[src/rtl/t04_muldiv_pkg.sv]
// Shared types and helpers for the iterative RV32M multiply/divide unit.
package t04_muldiv_pkg;

  typedef enum logic [2:0] {
    OP_MUL    = 3'd0,
    OP_MULH   = 3'd1,
    OP_MULHSU = 3'd2,
    OP_MULHU  = 3'd3,
    OP_DIV    = 3'd4,
    OP_DIVU   = 3'd5,
    OP_REM    = 3'd6,
    OP_REMU   = 3'd7
  } muldiv_op_t;

  typedef enum logic [1:0] {
    ST_IDLE = 2'd0,
    ST_MUL  = 2'd1,
    ST_DIV  = 2'd2,
    ST_DONE = 2'd3
  } muldiv_state_t;

  function automatic logic is_signed_a(input muldiv_op_t op);
    return op inside {OP_MULH, OP_MULHSU, OP_DIV, OP_REM};
  endfunction

  function automatic logic is_signed_b(input muldiv_op_t op);
    return op inside {OP_MULH, OP_DIV, OP_REM};
  endfunction

endpackage

[src/rtl/t04_muldiv_if.sv]
// Request/response bundle between the datapath and the multiply/divide unit.
interface t04_muldiv_if
  import t04_muldiv_pkg::*;
#(
  parameter int unsigned WIDTH = 32
) ();
  logic             start;
  logic             kill;
  muldiv_op_t       op;
  logic [WIDTH-1:0] src_a;
  logic [WIDTH-1:0] src_b;
  logic [WIDTH-1:0] result;
  logic             ack;
  logic             busy;

  modport master (
    output start, kill, op, src_a, src_b,
    input  result, ack, busy
  );

  modport slave (
    input  start, kill, op, src_a, src_b,
    output result, ack, busy
  );
endinterface

[src/rtl/t04_mul_step.sv]
// One shift-add multiply iteration: adds the multiplicand times MUL_STEP multiplier bits.
module t04_mul_step #(
  parameter int unsigned WIDTH    = 32,
  parameter int unsigned MUL_STEP = 1
) (
  input  logic [2*WIDTH-1:0]  acc,
  input  logic [2*WIDTH-1:0]  mcand,
  input  logic [MUL_STEP-1:0] bits,
  output logic [2*WIDTH-1:0]  acc_next
);
  logic [2*WIDTH-1:0] pp;

  always_comb begin
    pp = '0;
    for (int unsigned j = 0; j < MUL_STEP; j++) begin
      if (bits[j]) pp = pp + (mcand << j);
    end
    acc_next = acc + pp;
  end
endmodule

[src/rtl/t04_muldiv_unit.sv]
// Iterative RV32M multiply/divide unit: shift-add multiply, restoring divide,
// magnitude arithmetic with a single sign fix on the final iteration.
module t04_muldiv_unit
  import t04_muldiv_pkg::*;
#(
  parameter int unsigned WIDTH    = 32,
  parameter int unsigned MUL_STEP = 1
) (
  input  logic        clk,
  input  logic        rst,
  t04_muldiv_if.slave bus
);
  localparam int unsigned CW = $clog2(WIDTH) + 1;
  localparam logic [CW-1:0]    CNT_DIV = CW'(WIDTH);
  localparam logic [CW-1:0]    CNT_MUL = CW'(WIDTH / MUL_STEP);
  localparam logic [WIDTH-1:0] MIN_VAL = {1'b1, {(WIDTH-1){1'b0}}};

  muldiv_state_t state, state_next;
  muldiv_op_t    op_in, op_q;
  logic [2:0]    op_bits;

  logic [2*WIDTH-1:0] acc, mcand, acc_next, prod;
  logic [WIDTH-1:0]   shreg, b_mag, rem_q, result_q;
  logic [CW-1:0]      cnt;
  logic               neg_q, neg_r, ack_q;

  logic               sa_neg, sb_neg, div_zero, div_ovf, fast;
  logic [WIDTH-1:0]   a_abs, b_abs, fast_result;
  logic [WIDTH:0]     rem_shift, diff;
  logic               qbit;
  logic [WIDTH-1:0]   rem_next, dvd_next, quot, remd, mul_res, div_res;

  logic load, fast_load, step, last, ack_next;

  assign op_in   = bus.op;
  assign op_bits = bus.op;

  // Operand capture: magnitudes only, signs remembered for the final fix.
  assign sa_neg   = is_signed_a(op_in) & bus.src_a[WIDTH-1];
  assign sb_neg   = is_signed_b(op_in) & bus.src_b[WIDTH-1];
  assign a_abs    = sa_neg ? -bus.src_a : bus.src_a;
  assign b_abs    = sb_neg ? -bus.src_b : bus.src_b;
  assign div_zero = (bus.src_b == '0);
  assign div_ovf  = (op_in == OP_DIV || op_in == OP_REM) &&
                    (bus.src_a == MIN_VAL) && (bus.src_b == '1);
  assign fast     = op_bits[2] & (div_zero | div_ovf);

  always_comb begin
    fast_result = '0;
    if (div_zero) fast_result = op_bits[1] ? bus.src_a : '1;
    else          fast_result = op_bits[1] ? '0 : MIN_VAL;
  end

  t04_mul_step #(
    .WIDTH    (WIDTH),
    .MUL_STEP (MUL_STEP)
  ) u_mul_step (
    .acc      (acc),
    .mcand    (mcand),
    .bits     (shreg[MUL_STEP-1:0]),
    .acc_next (acc_next)
  );

  assign prod    = neg_q ? -acc_next : acc_next;
  assign mul_res = (op_q == OP_MUL) ? prod[WIDTH-1:0] : prod[2*WIDTH-1:WIDTH];

  // Restoring division: dividend shifts out of shreg while quotient bits shift in.
  assign rem_shift = {rem_q, shreg[WIDTH-1]};
  assign diff      = rem_shift - {1'b0, b_mag};
  assign qbit      = ~diff[WIDTH];
  assign rem_next  = qbit ? diff[WIDTH-1:0] : rem_shift[WIDTH-1:0];
  assign dvd_next  = {shreg[WIDTH-2:0], qbit};
  assign quot      = neg_q ? -dvd_next : dvd_next;
  assign remd      = neg_r ? -rem_next : rem_next;
  assign div_res   = op_q[1] ? remd : quot;

  always_ff @(posedge clk or posedge rst) begin
    if (rst) state <= ST_IDLE;
    else     state <= state_next;
  end

  always_comb begin
    state_next = state;
    load       = 1'b0;
    fast_load  = 1'b0;
    step       = 1'b0;
    last       = 1'b0;
    ack_next   = 1'b0;
    if (bus.kill) begin
      state_next = ST_IDLE;
    end else begin
      unique case (state)
        ST_IDLE: begin
          if (bus.start) begin
            if (fast) begin
              fast_load  = 1'b1;
              ack_next   = 1'b1;
              state_next = ST_DONE;
            end else begin
              load       = 1'b1;
              state_next = op_bits[2] ? ST_DIV : ST_MUL;
            end
          end
        end
        ST_MUL, ST_DIV: begin
          step = 1'b1;
          if (cnt == CW'(1)) begin
            last       = 1'b1;
            ack_next   = 1'b1;
            state_next = ST_DONE;
          end
        end
        ST_DONE: state_next = ST_IDLE;
        default: state_next = ST_IDLE;
      endcase
    end
  end

  always_ff @(posedge clk or posedge rst) begin
    if (rst) begin
      op_q     <= OP_MUL;
      neg_q    <= 1'b0;
      neg_r    <= 1'b0;
      acc      <= '0;
      mcand    <= '0;
      shreg    <= '0;
      b_mag    <= '0;
      rem_q    <= '0;
      cnt      <= '0;
      result_q <= '0;
      ack_q    <= 1'b0;
    end else begin
      ack_q <= ack_next;
      if (load) begin
        op_q  <= op_in;
        neg_q <= sa_neg ^ sb_neg;
        neg_r <= sa_neg;
        acc   <= '0;
        rem_q <= '0;
        mcand <= {{WIDTH{1'b0}}, a_abs};
        shreg <= op_bits[2] ? a_abs : b_abs;
        b_mag <= b_abs;
        cnt   <= op_bits[2] ? CNT_DIV : CNT_MUL;
      end
      if (fast_load) result_q <= fast_result;
      if (step) begin
        cnt <= cnt - 1'b1;
        if (state == ST_MUL) begin
          acc   <= acc_next;
          mcand <= mcand << MUL_STEP;
          shreg <= shreg >> MUL_STEP;
        end else begin
          rem_q <= rem_next;
          shreg <= dvd_next;
        end
        if (last) result_q <= (state == ST_MUL) ? mul_res : div_res;
      end
    end
  end

  assign bus.result = result_q;
  assign bus.ack    = ack_q;
  assign bus.busy   = (state != ST_IDLE);
endmodule

[src/flat_wrapper.sv]
// flat-port wrapper written by rule: the top's interface ports become plain ports
module t04_muldiv_unit_flat import t04_muldiv_pkg::*;
#(
  parameter int unsigned WIDTH    = 32,
  parameter int unsigned MUL_STEP = 1
)
  (clk, rst, bus_start, bus_kill, bus_op, bus_src_a, bus_src_b, bus_result, bus_ack, bus_busy);
  t04_muldiv_if #(.WIDTH(WIDTH)) bus_i ();
  input  logic clk;
  input  logic rst;
  input wire logic [$bits(bus_i.start)-1:0] bus_start;
  input wire logic [$bits(bus_i.kill)-1:0] bus_kill;
  input wire logic [$bits(bus_i.op)-1:0] bus_op;
  input wire logic [$bits(bus_i.src_a)-1:0] bus_src_a;
  input wire logic [$bits(bus_i.src_b)-1:0] bus_src_b;
  output wire logic [$bits(bus_i.result)-1:0] bus_result;
  output wire logic [$bits(bus_i.ack)-1:0] bus_ack;
  output wire logic [$bits(bus_i.busy)-1:0] bus_busy;
  assign bus_i.start = bus_start;
  assign bus_i.kill = bus_kill;
  assign bus_i.op = bus_op;
  assign bus_i.src_a = bus_src_a;
  assign bus_i.src_b = bus_src_b;
  assign bus_result = bus_i.result;
  assign bus_ack = bus_i.ack;
  assign bus_busy = bus_i.busy;
  t04_muldiv_unit #(.WIDTH(WIDTH), .MUL_STEP(MUL_STEP)) u_core (.clk(clk), .rst(rst), .bus(bus_i));
endmodule
[config.mk]
export PLATFORM = sky130hd
export DESIGN_NAME = t04_muldiv_unit_flat
export DESIGN_NICKNAME = d
export VERILOG_FILES = /design/src/rtl/t04_muldiv_pkg.sv /design/src/rtl/t04_muldiv_if.sv /design/src/rtl/t04_mul_step.sv /design/src/rtl/t04_muldiv_unit.sv /design/src/flat_wrapper.sv
export SDC_FILE = /design/constraint.sdc
export NUM_CORES = 1
export LEC_CHECK = 0
export ABC_AREA = 1
export CORE_ASPECT_RATIO = 0.8
export CORE_MARGIN = 4
export CORE_UTILIZATION = 38
export CTS_BUF_LIST = sky130_fd_sc_hd__clkbuf_4 sky130_fd_sc_hd__clkbuf_8
export CTS_CLUSTER_DIAMETER = 50
export CTS_CLUSTER_SIZE = 10
export DETAILED_ROUTE_END_ITERATION = 12
export PLACE_DENSITY_LB_ADDON = 0.05
export SLEW_MARGIN = 20
export SYNTH_ARGS = -nofsm -noshare
export SYNTH_HDL_FRONTEND = slang
export SYNTH_SLANG_ARGS = --single-unit
export TNS_END_PERCENT = 100
[constraint.sdc]
create_clock -name clk -period 11.4 [get_ports clk]
set_input_delay 2.85 -clock clk [delete_from_list [all_inputs] [get_ports clk]]
set_output_delay 2.85 -clock clk [all_outputs]
set_load 0.1 [all_outputs]
=== Word-level counts from Yosys, hierarchy flattened ===
Cells that the tools add are included.
Widths: inputs -> output; s select.

* Reductions and logical operators: 12
* Muxes and demuxes: 52
* Bitwise logic cells: 6
* Equal/unequal tests: 12
* Add/subtract/negate cells: 8

{| class="wikitable"
|+ Operators by type and width
! operator !! number
|-
| $mux 32 || 21
|-
| $mux 64 || 8
|-
| $neg 32->32 || 4
|-
| $add 64x64->64 || 1
|-
| $eq 32x32->1 const B || 2
|-
| $neg 64->64 || 1
|-
| $sub 33x32->33 || 1
|-
| $logic_not 32->1 || 1
|-
| $mux 1 || 14
|-
| $mux 6 || 2
|-
| $mux 2 || 5
|-
| $eq 3x3->1 const B || 2
|-
| $eq 6x1->1 const B || 1
|-
| $pmux 2 s3 || 1
|-
| $sub 6x1->6 const B || 1
|-
| $eq 2x2->1 const B || 2
|-
| $reduce_bool 2->1 || 2
|-
| $reduce_bool 4->1 || 1
|-
| $and 1x1->1 || 3
|-
| $eq 3x1->1 const B || 1
|-
| $eq 3x2->1 const B || 1
|-
| $logic_not 3->1 || 1
|-
| $ne 3x2->1 const B || 1
|-
| $ne 3x3->1 const B || 1
|-
| 11 further kinds || 12
|}

* Output and inout port bits: 34
* Bits in registers: 270

=== Logic depth before layout (Yosys ltp) ===
Gate-level depths: netlist of the first run.

* Word-level depth: 13
* Mapped depth: 33
* Depth with buffers taken out: 31

=== Cells and area by module ===
From an unflattened synthesis of the first run, not the netlist that was laid out.

* Cells, all modules: 4743
* Area, all modules: 28043.1 sq um

{| class="wikitable"
|+ By module, submodules not included
! module !! instances !! cells each !! seq. area each (sq um) !! area each (sq um)
|-
| t04_muldiv_unit || 1 || 3319 || 6756.5 || 21614.5
|-
| t04_mul_step || 1 || 1424 || 0.0 || 6428.7
|}

=== Least setup slack after synthesis of the first run ===
OpenSTA, ideal clock, no wires.

* Kind: input -> register
* Start: input port bus_src_a[0]
* End: register u_core.result_q[1], in the netlist u_core.bus.result[1]
* Required time: 11.273 ns
* Data arrival time: 4.997 ns
* Cell stages on the path: 17
* Library setup time: 0.127 ns
* Setup slack: 6.275 ns
* Path through: inv_1 -> ha_1 -> nand2_1 -> nor2_1 -> nand2_1 -> nor3_2 -> nand2_1 -> nor3_2 -> nand4_1 -> nor2_1 -> nand3_1 -> nand2_1 -> nand3_1 -> clkbuf_1 -> clkbuf_1 -> a211oi_1 -> a21oi_1

* Word-level cells in the longest chain between the ends: 12

{| class="wikitable"
|+ RTL lines
! item !! RTL line !! RTL
|-
| start, declared || flat_wrapper.sv:14 || <nowiki>input wire logic [$bits(bus_i.src_a)-1:0] bus_src_a;</nowiki>
|-
| $eq 32x32->1 * || t04_muldiv_unit.sv:45 || <nowiki>(bus.src_a == MIN_VAL) && (bus.src_b == '1);</nowiki>
|-
| $logic_and 1x1->1 * || t04_muldiv_unit.sv:44 || <nowiki>assign div_ovf = (op_in == OP_DIV || op_in == OP_REM) &&</nowiki>
|-
| $logic_and 1x1->1 * || t04_muldiv_unit.sv:45 ||
|-
| $or 1x1->1 * || t04_muldiv_unit.sv:46 || <nowiki>assign fast = op_bits[2] & (div_zero | div_ovf);</nowiki>
|-
| $and 1x1->1 * || t04_muldiv_unit.sv:46 ||
|-
| $mux 1 * || t04_muldiv_unit.sv:95 || <nowiki>if (fast) begin</nowiki>
|-
| $mux 1 * || t04_muldiv_unit.sv:94 || <nowiki>if (bus.start) begin</nowiki>
|-
| $mux 1 * || t04_muldiv_unit.sv:92 || <nowiki>unique case (state)</nowiki>
|-
| $mux 1 * || t04_muldiv_unit.sv:89 || <nowiki>if (bus.kill) begin</nowiki>
|-
| $mux 32 * || t04_muldiv_unit.sv:145 || <nowiki>if (fast_load) result_q <= fast_result;</nowiki>
|-
| $mux 32 || t04_muldiv_unit.sv:156 || <nowiki>if (last) result_q <= (state == ST_MUL) ? mul_res : div_res;</nowiki>
|-
| $mux 32 * || t04_muldiv_unit.sv:146 || <nowiki>if (step) begin</nowiki>
|-
| end signal, assigned || t04_muldiv_unit.sv:145 ||
|-
| end signal, assigned || t04_muldiv_unit.sv:156 ||
|-
| end, declared || t04_muldiv_unit.sv:23 || <nowiki>logic [WIDTH-1:0] shreg, b_mag, rem_q, result_q;</nowiki>
|}

Every way passes the cells marked *; elsewhere a longest branch is shown, timed or not.
A chain may end at the register's enable or synchronous reset.

=== Worst setup path after layout of the first run ===
* Start: input port bus_src_a[0]
* End: register u_core.mcand[7]

* Word-level cells in the longest chain between the ends: 12
* Elaborated cells between the ends (all ways): 14

{| class="wikitable"
|+ RTL lines
! item !! RTL line !! RTL
|-
| $eq 32x32->1 || t04_muldiv_unit.sv:45 ||
|-
| $logic_and 1x1->1 || t04_muldiv_unit.sv:44 ||
|-
| $logic_and 1x1->1 || t04_muldiv_unit.sv:45 ||
|-
| $or 1x1->1 || t04_muldiv_unit.sv:46 ||
|-
| $and 1x1->1 || t04_muldiv_unit.sv:46 ||
|-
| $mux 1 || t04_muldiv_unit.sv:95 ||
|-
| $mux 1 || t04_muldiv_unit.sv:94 ||
|-
| $mux 1 || t04_muldiv_unit.sv:92 ||
|-
| $mux 1 || t04_muldiv_unit.sv:89 ||
|-
| $mux 64 * || t04_muldiv_unit.sv:134 || <nowiki>if (load) begin</nowiki>
|-
| $mux 64 || t04_muldiv_unit.sv:148 || <nowiki>if (state == ST_MUL) begin</nowiki>
|-
| $mux 64 * || t04_muldiv_unit.sv:146 ||
|-
| end signal, assigned || t04_muldiv_unit.sv:140 || <nowiki>mcand <= {{WIDTH{1'b0}}, a_abs};</nowiki>
|-
| end signal, assigned || t04_muldiv_unit.sv:150 || <nowiki>mcand <= mcand << MUL_STEP;</nowiki>
|-
| end, declared || t04_muldiv_unit.sv:22 || <nowiki>logic [2*WIDTH-1:0] acc, mcand, acc_next, prod;</nowiki>
|}

Marked as above.

==> results of run 1 <==
## cells by family (layout without fill, tap and decap cells)
family | after synthesis | after routing
xor gates and xnor gates | 80 | 80
DFF | 270 | 270
muxes | 1 | 1
other | 0 | 2
and+or+nand+nor | 2745 | 2745
adders and majority gates | 108 | 108
AOI/OAI and AO/OA | 758 | 758
buffers and inverters | 936 | 991
## cell type report
cell class              instances  area [um2]  share of cell area, %
multi-input cells            3692       17800                   57.3
flip-flops and latches        270        6760                   21.7
inverters                     778        2930                   9.44
repair buffers                129        1240                   4.01
well taps                     990        1240                   3.99
clock buffers                  55         732                   2.35
clock inverters                29         358                   1.15
diodes                          2        5.00                 0.0161
## metrics by stage
step           hold slack [ns]  total power [mW]  cell area [um2]
3_3_place_gp             0.466              8.00            30000
6_report                 0.498              9.34            31100
5_1_grt                  0.526              10.1            31100
4_1_cts                  0.496              9.15            31100
3_5_place_dp             0.478              7.99            30000
2_1_floorplan            0.453              5.96            28100
## worst max-delay path by stage
stage,start,endpoint,depth (start not counted)
3_3_place_gp,bus_src_a[0],u_core.mcand[8]$_DFF_PP0_,20
5_1_grt,bus_src_a[0],u_core.mcand[25]$_DFF_PP0_,20
2_1_floorplan,rst,u_core.acc[0]$_DFF_PP0_,1
4_1_cts,bus_src_a[0],u_core.mcand[11]$_DFF_PP0_,21
3_5_place_dp,bus_src_a[0],u_core.mcand[7]$_DFF_PP0_,19
6_report,bus_src_a[0],u_core.mcand[7]$_DFF_PP0_,19
## registers in the layout (all words and copies together), names as in the netlist
signal and count:
u_core.acc 64, u_core.mcand 64, u_core.b_mag 32, u_core.bus.result 32
u_core.rem_q 32, u_core.shreg 32, u_core.cnt 6, u_core.op_q 3
u_core.state 2, u_core.bus.ack 1, u_core.neg_q 1, u_core.neg_r 1
## placed cells by master, fill, tap and decap left out, types with 59 or more instances in the layout
| master | instances |
|---|---|
| nor3_1 | 59 |
| o21ai_0 | 394 |
| nor2_1 | 403 |
| nand3_1 | 428 |
| ha_1 | 106 |
| nand2_1 | 1648 |
| clkdlybuf4s50_1 | 104 |
| nand4_1 | 67 |
| dfrtp_1 | 268 |
| inv_1 | 765 |
| a21oi_1 | 206 |
## metal layers
layer  routed length, um  global-route usage (%)  vias up
met5                  35                       0        -
met4                2170                    5.32        6
met3               16600                    10.6      128
met2               44300                    37.9     1493
met1               66400                    53.4    15100
li1                    -                       -    15700
## tightest hold or removal path, delay by kind of cell (launching register included)
kind / cells / cell delay [ns]
DFF: 1 / 0.35
and+or+nand+nor: 1 / 0.06
AOI/OAI and AO/OA: 1 / 0.06
## cell usage after synthesis (22+ instances only)
master,n
nand3_1,428
nor3_1,60
nor2_1,405
xor2_1,55
o22ai_1,22
nand2_1,1649
o21ai_1,25
ha_1,106
xnor2_1,25
inv_1,767
dfrtp_1,270
o211ai_1,22
nand3b_1,24
clkbuf_1,105
buf_2,32
nand2_2,38
nand4_1,67
o21ai_0,394
a21oi_1,206
## power by group through the flow
stage | Clock [mW] | Combinational [mW] | Sequential (mW)
floorplan | 0 | 4.32 | 1.65
finish | 1.11 | 6.63 | 1.60
global placement | 0 | 6.40 | 1.60
detailed placement | 0 | 6.40 | 1.60
CTS | 1.13 | 6.43 | 1.58
global route | 1.17 | 7.25 | 1.63
==> reports/metrics.csv, run 1 <==
stage,metric,value,unit
outcome,status,completed,
routing,drc_errors,0,
power_and_ir_drop,pwr-share-comb,71.0,%
critical_path,critPathLaunchType,input pin,
logic_synthesis,synth_edf_count,0,
routing,drt-pass1-iter-count,7,
critical_path,worstPathMaxFanout,71,
critical_path,timing.rr.end,u_core.bus.result[30]$_DFF_PP0_,
die,row_count,88,
sta,maxSlewHeadroom,23.9,%
sta,max_clock_freq,131,MHz
critical_path,worstRegToRegCells,30,
placement,io_buffer_count,104,
cts,cts_tree,done,
logic_synthesis,synth_fa_ha_area_share,4.86,%
cells_and_area,fillers,8144,
critical_path,r2r-start,u_core.shreg[31]$_DFFE_PP0P_,
critical_path,cp_cell_sequence,"clkdlybuf4s50_1, inv_1, ha_1, nand2_1, nor2_1, nand2_1, nor3_2, nand2_1, nor3_2, nand4_1, nor2_1, nand3_1, nand2_1, nand2_1, nand2_8, buf_4, clkinv_2, o21ai_0, o22ai_1",
logic_synthesis,synth_top_family_by_area,simple AND/OR/NAND/NOR gates,
die,start_util,38.7,%
power_and_ir_drop,p_sw,5.71,mW
logic_synthesis,synth_simple_gate_area_share,41.0,%
logic_synthesis,ys_top_cells_by_area,"dfrtp_1, nand2_1, inv_1, nand3_1, o21ai_0",
cts,clockBufferDepth,3,
critical_path,required,11.95,ns
worst_hold_path,hold_depth,2,
cts,cts-root-buf,clkbuf_8,
cts,cts.htree.levels,2,
cts,post_cts_resized,0,
logic_synthesis,synthMuxAreaShare,0.0400,%
sta,rsz0062_at_grt,no,
cts,worstSkewPairLatency,0.69,ns
logic_synthesis,netlist.area_leader.share,24.0,%
power_and_ir_drop,seqPwrFrac,17.1,%
logic_synthesis,syn_nets,5077,
cts,clock-sinks,270,
routing,dr.first_iter.drc_count,4255,
global_routing,grt_overflow,0,
die,die_area,78500,um2
global_routing,grt_max_degree,134,
logic_synthesis,yosysSeqAreaShare,24.0,%
sta,finalHoldViolations,0,
power_and_ir_drop,vdd.ir_drop.worst,0.154,mV
critical_path,critical_path.top_delay_family,buffers and inverters,
cts,post_cts_buffers,0,
die,ioPinCount,105,
job,drv_cap,0,
cells_and_area,fin_util,42.7,%
sta,setup_tns,0,ns
die,die_h,251,um
placement,pre_cts_ws,3.57,ns
cells_and_area,nets,5098,
critical_path,cp_common_cell,nand2_1,
sta,worst_pin_slew,1.13,ns
sta,skew,0.0392,ns
global_routing,track_usage,31.9,%
sta,slew_viol_final,0,
routing,wl,130,mm
global_routing,grt_pass1_vias,28400,
logic_synthesis,syn_area,28100,um2
logic_synthesis,yosysWarnings,0,
power_and_ir_drop,internal_power,3.63,mW
critical_path,crit_arrival,8.16,ns
power_and_ir_drop,clockPowerShare,11.8,%
cells_and_area,drive_gt1_share,4.32,%
sta,setup_ws,3.79,ns
global_routing,grt_pass1_wl,190,mm
logic_synthesis,yosysTopAreaCell,dfrtp_1,
logic_synthesis,syn_inst,4898,
cts,path_clk_slew,0.09,ns
sta,setup_viol,0,
global_routing,antenna_found_initial,3,
logic_synthesis,synth-compound-area-share,14.7,%
cts,cts_made_buffers,48,
critical_path,reg2reg_setup_slack,5.60,ns
cells_and_area,fin_cells,5945,
cells_and_area,area_delta_synth_final,10.4,%
sta,min_period_over_period,66.8,%
critical_path,crit_slowest_cell,clkinv_2,
critical_path,slowest_delay,0.96,ns
worst_hold_path,hold_start,u_core.b_mag[14]$_DFFE_PP0P_,
critical_path,critical_path_class,input pin to flip-flop,
logic_synthesis,synth_xor_area_share,2.49,%
critical_path,end_kind,flip-flop,
power_and_ir_drop,pwr_density_cell,300,nW/um2
logic_synthesis,ys_types,54,
logic_synthesis,synth_seq_cells,270,
routing,antenna_left,0,
critical_path,path_buf_inv,4,
placement,placedCellCount,5859,
logic_synthesis,synth.avg_cell_area,5.75,um2
die,coreArea,72800,um2
placement,hpwl,104,mm
placement,gp_congestion,1.03,
power_and_ir_drop,p_sw_share,61.2,%
worst_hold_path,hp-class,flip-flop to flip-flop,
worst_hold_path,worstHoldEndpoint,u_core.b_mag[14]$_DFFE_PP0P_,
power_and_ir_drop,leakagePower,17.0,nW
die,die_x,312,um
cts,hold_buffers,0,
routing,wire_per_inst,21.8,um
routing,routed_via_density,5.44,
logic_synthesis,async_flop_share,100,%
routing,vias,32400,
sta,period_needed,7.61,ns
logic_synthesis,synthFlopType,dfrtp_1,
(Power assumes the default switching activity.)
==> inputs of run 2 (changes only) <==
==> constraint.sdc (replaced) <==
create_clock -name clk -period 7.79 [get_ports clk]
set_input_delay 1.9475 -clock clk [delete_from_list [all_inputs] [get_ports clk]]
set_output_delay 1.9475 -clock clk [all_outputs]
set_load 0.1 [all_outputs]
==> run 2 against run 1 <==
Die area unchanged. Via count rose by 0.58%. Combinational power is 46% higher. Utilization is essentially flat. Hold slack got worse by 0.0088 ns. Register-to-register slack worse by 3.6 ns. Clock power rose by 46%. Highest routed layer unchanged.
==> reports/metrics.csv, run 2 (synthesis gave the netlist of run 1 again) <==
stage,metric,value,unit,change
outcome,status,completed,,
sta,min_period_over_period,76.9,%,
cells_and_area,nets,5100,,+0.039%
global_routing,grt_overflow,0,,unchanged
critical_path,critical_path_class,input pin to flip-flop,,
global_routing,grt_pass1_vias,28200,,-0.40%
sta,skew,0.0551,ns,+0.0159 ns
sta,setup_tns,0,ns,unchanged
cells_and_area,largestRegisters,"u_core.acc (64), u_core.mcand (64)",,
routing,dr.first_iter.drc_count,4066,,-4.4%
cts,post_cts_resized,0,,unchanged
die,ioPinCount,105,,unchanged
placement,placed_cell_area,30000,um2,about the same
routing,wl,128,mm,-1.1%
cts,worstSkewPairLatency,0.70,ns,about the same
cells_and_area,area_delta_synth_final,10.5,%,about the same
cells_and_area,fin_util,42.7,%,about the same
cells_and_area,final_cell_mix,"nand2_1, inv_1, nand3_1",,
die,start_util,38.7,%,unchanged
cts,cts-root-buf,clkbuf_8,,
cts,hold_buffers,0,,unchanged
cells_and_area,fillers,8157,,+0.16%
power_and_ir_drop,total_power,13.6,mW,+46%
cells_and_area,final_common_cell,nand2_1,,
routing,drc_errors,0,,unchanged
sta,max_clock_freq,167,MHz,
die,die_area,78500,um2,unchanged
routing,wire_per_inst,21.5,um,-1.1%
job,drv_cap,0,,unchanged
cells_and_area,finish.instance_area,31100,um2,about the same
placement,io_buffer_count,104,,unchanged
cts,cts_tree,done,,
global_routing,antenna_found_initial,3,,unchanged
die,die_h,251,um,unchanged
cts,clockBufferDepth,3,,unchanged
power_and_ir_drop,pwr_density_cell,438,nW/um2,+46%
sta,finalHoldViolations,0,,unchanged
cts,path_clk_slew,0.07,ns,-0.02 ns
sta,setup_viol,0,,unchanged
cts,clock-sinks,270,,unchanged
power_and_ir_drop,leakagePower,16.9,nW,about the same
routing,routed_via_density,5.47,,+0.53%
placement,gp_congestion,1.05,,+1.4%
critical_path,worstPathMaxFanout,109,,+54%
critical_path,end_kind,flip-flop,,
critical_path,critPathLaunchType,input pin,,
power_and_ir_drop,vdd.ir_drop.worst,0.271,mV,+76%
sta,period_needed,5.99,ns,
global_routing,grt_max_degree,124,,-7.5%
critical_path,crit_arrival,6.60,ns,-1.56 ns
routing,drt-pass1-iter-count,6,,-1
critical_path,required,8.40,ns,-3.55 ns
routing,vias,32500,,+0.58%
sta,rsz0062_at_grt,no,,
worst_hold_path,hp-class,flip-flop to flip-flop,,
global_routing,grt_pass1_wl,188,mm,-0.96%
placement,hpwl,103,mm,-1.3%
sta,slew_viol_final,0,,unchanged
global_routing,track_usage,31.6,%,-0.34 points
die,row_count,88,,unchanged
routing,antenna_left,0,,unchanged
cells_and_area,multi_input_area,17800,um2,about the same
cells_and_area,ff_latch_area,6760,um2,unchanged
sta,worst_pin_slew,1.24,ns,+0.110 ns
cts,post_cts_buffers,0,,unchanged
cells_and_area,drive_gt1_share,4.36,%,+0.039 points
die,coreArea,72800,um2,unchanged
cts,cts.htree.levels,2,,unchanged
die,die_x,312,um,unchanged
cts,cts_made_buffers,47,,-2.1%
sta,maxSlewHeadroom,16.7,%,-7.2 points
[run 2: cell type report]
cell class                 count  share of cell area [%]
multi-input combinational   3692                    57.2
sequential                   270                    21.7
inverter                     778                    9.42
clock inverter                27                    1.13
timing repair buffer         132                    4.06
clock buffer                  56                    2.40
tap                          990                    3.98
antenna                        3                  0.0241
[run 2: worst paths after layout]
check                      slack [ns]  cells past startpoint                         start                              end
max                              1.80                     19                  bus_src_a[0]        u_core.mcand[6]$_DFF_PP0_
min                              0.49                      2  u_core.b_mag[18]$_DFFE_PP0P_     u_core.b_mag[18]$_DFFE_PP0P_
max reg2reg                      1.97                     30  u_core.shreg[31]$_DFFE_PP0P_  u_core.bus.result[30]$_DFF_PP0_
min reg2reg                      0.49                      2  u_core.b_mag[18]$_DFFE_PP0P_     u_core.b_mag[18]$_DFFE_PP0P_
max in group asynchronous        4.58                      4                           rst         u_core.acc[54]$_DFF_PP0_
min in group asynchronous        1.56                      2                           rst          u_core.acc[1]$_DFF_PP0_
[run 2: metrics by stage]
| stage | worst slack [ns] | std cells | hold slack (ns) |
|---|---|---|---|
| after floorplan | 2.28 | 4898 | 0.453 |
| after global placement | 1.37 | 5862 | 0.469 |
| after detailed placement | 1.27 | 5862 | 0.473 |
| after CTS | 2.00 | 5945 | 0.490 |
| after global routing | 1.26 | 5947 | 0.519 |
| final | 1.80 | 5948 | 0.490 |
[run 2: layer usage]
layer	track usage [%]	vias to the layer above	share of wire (%)
met5	0	-	0.072
li1	-	15700	-
met1	51.4	15200	50
met3	12.3	118	14
met4	5.04	2	1.5
met2	38.0	1592	34
[run 2: critical path, cell delays in order]
cell and delay (ns):
clkdlybuf4s50_1 0.52, inv_1 0.21, ha_1 0.20, nand2_1 0.06
nor2_1 0.12, nand2_1 0.10, nor3_2 0.18, nand2_1 0.13
nor3_2 0.23, nand4_1 0.19, nor2_1 0.20, nand3_1 0.09
nand2_1 0.12, nand2_1 0.15, nand2_8 0.48, clkinv_2 0.95
o211ai_1 0.47, o21ai_1 0.11, inv_1 0.07
[run 2: where the power goes]
group / internal [mW] / total, mW / switching [mW] / leakage (nW)
Clock: 0.858 / 1.62 / 0.765 / 0.549
Combinational: 2.59 / 9.67 / 7.08 / 12.8
Sequential: 1.86 / 2.34 / 0.482 / 3.55
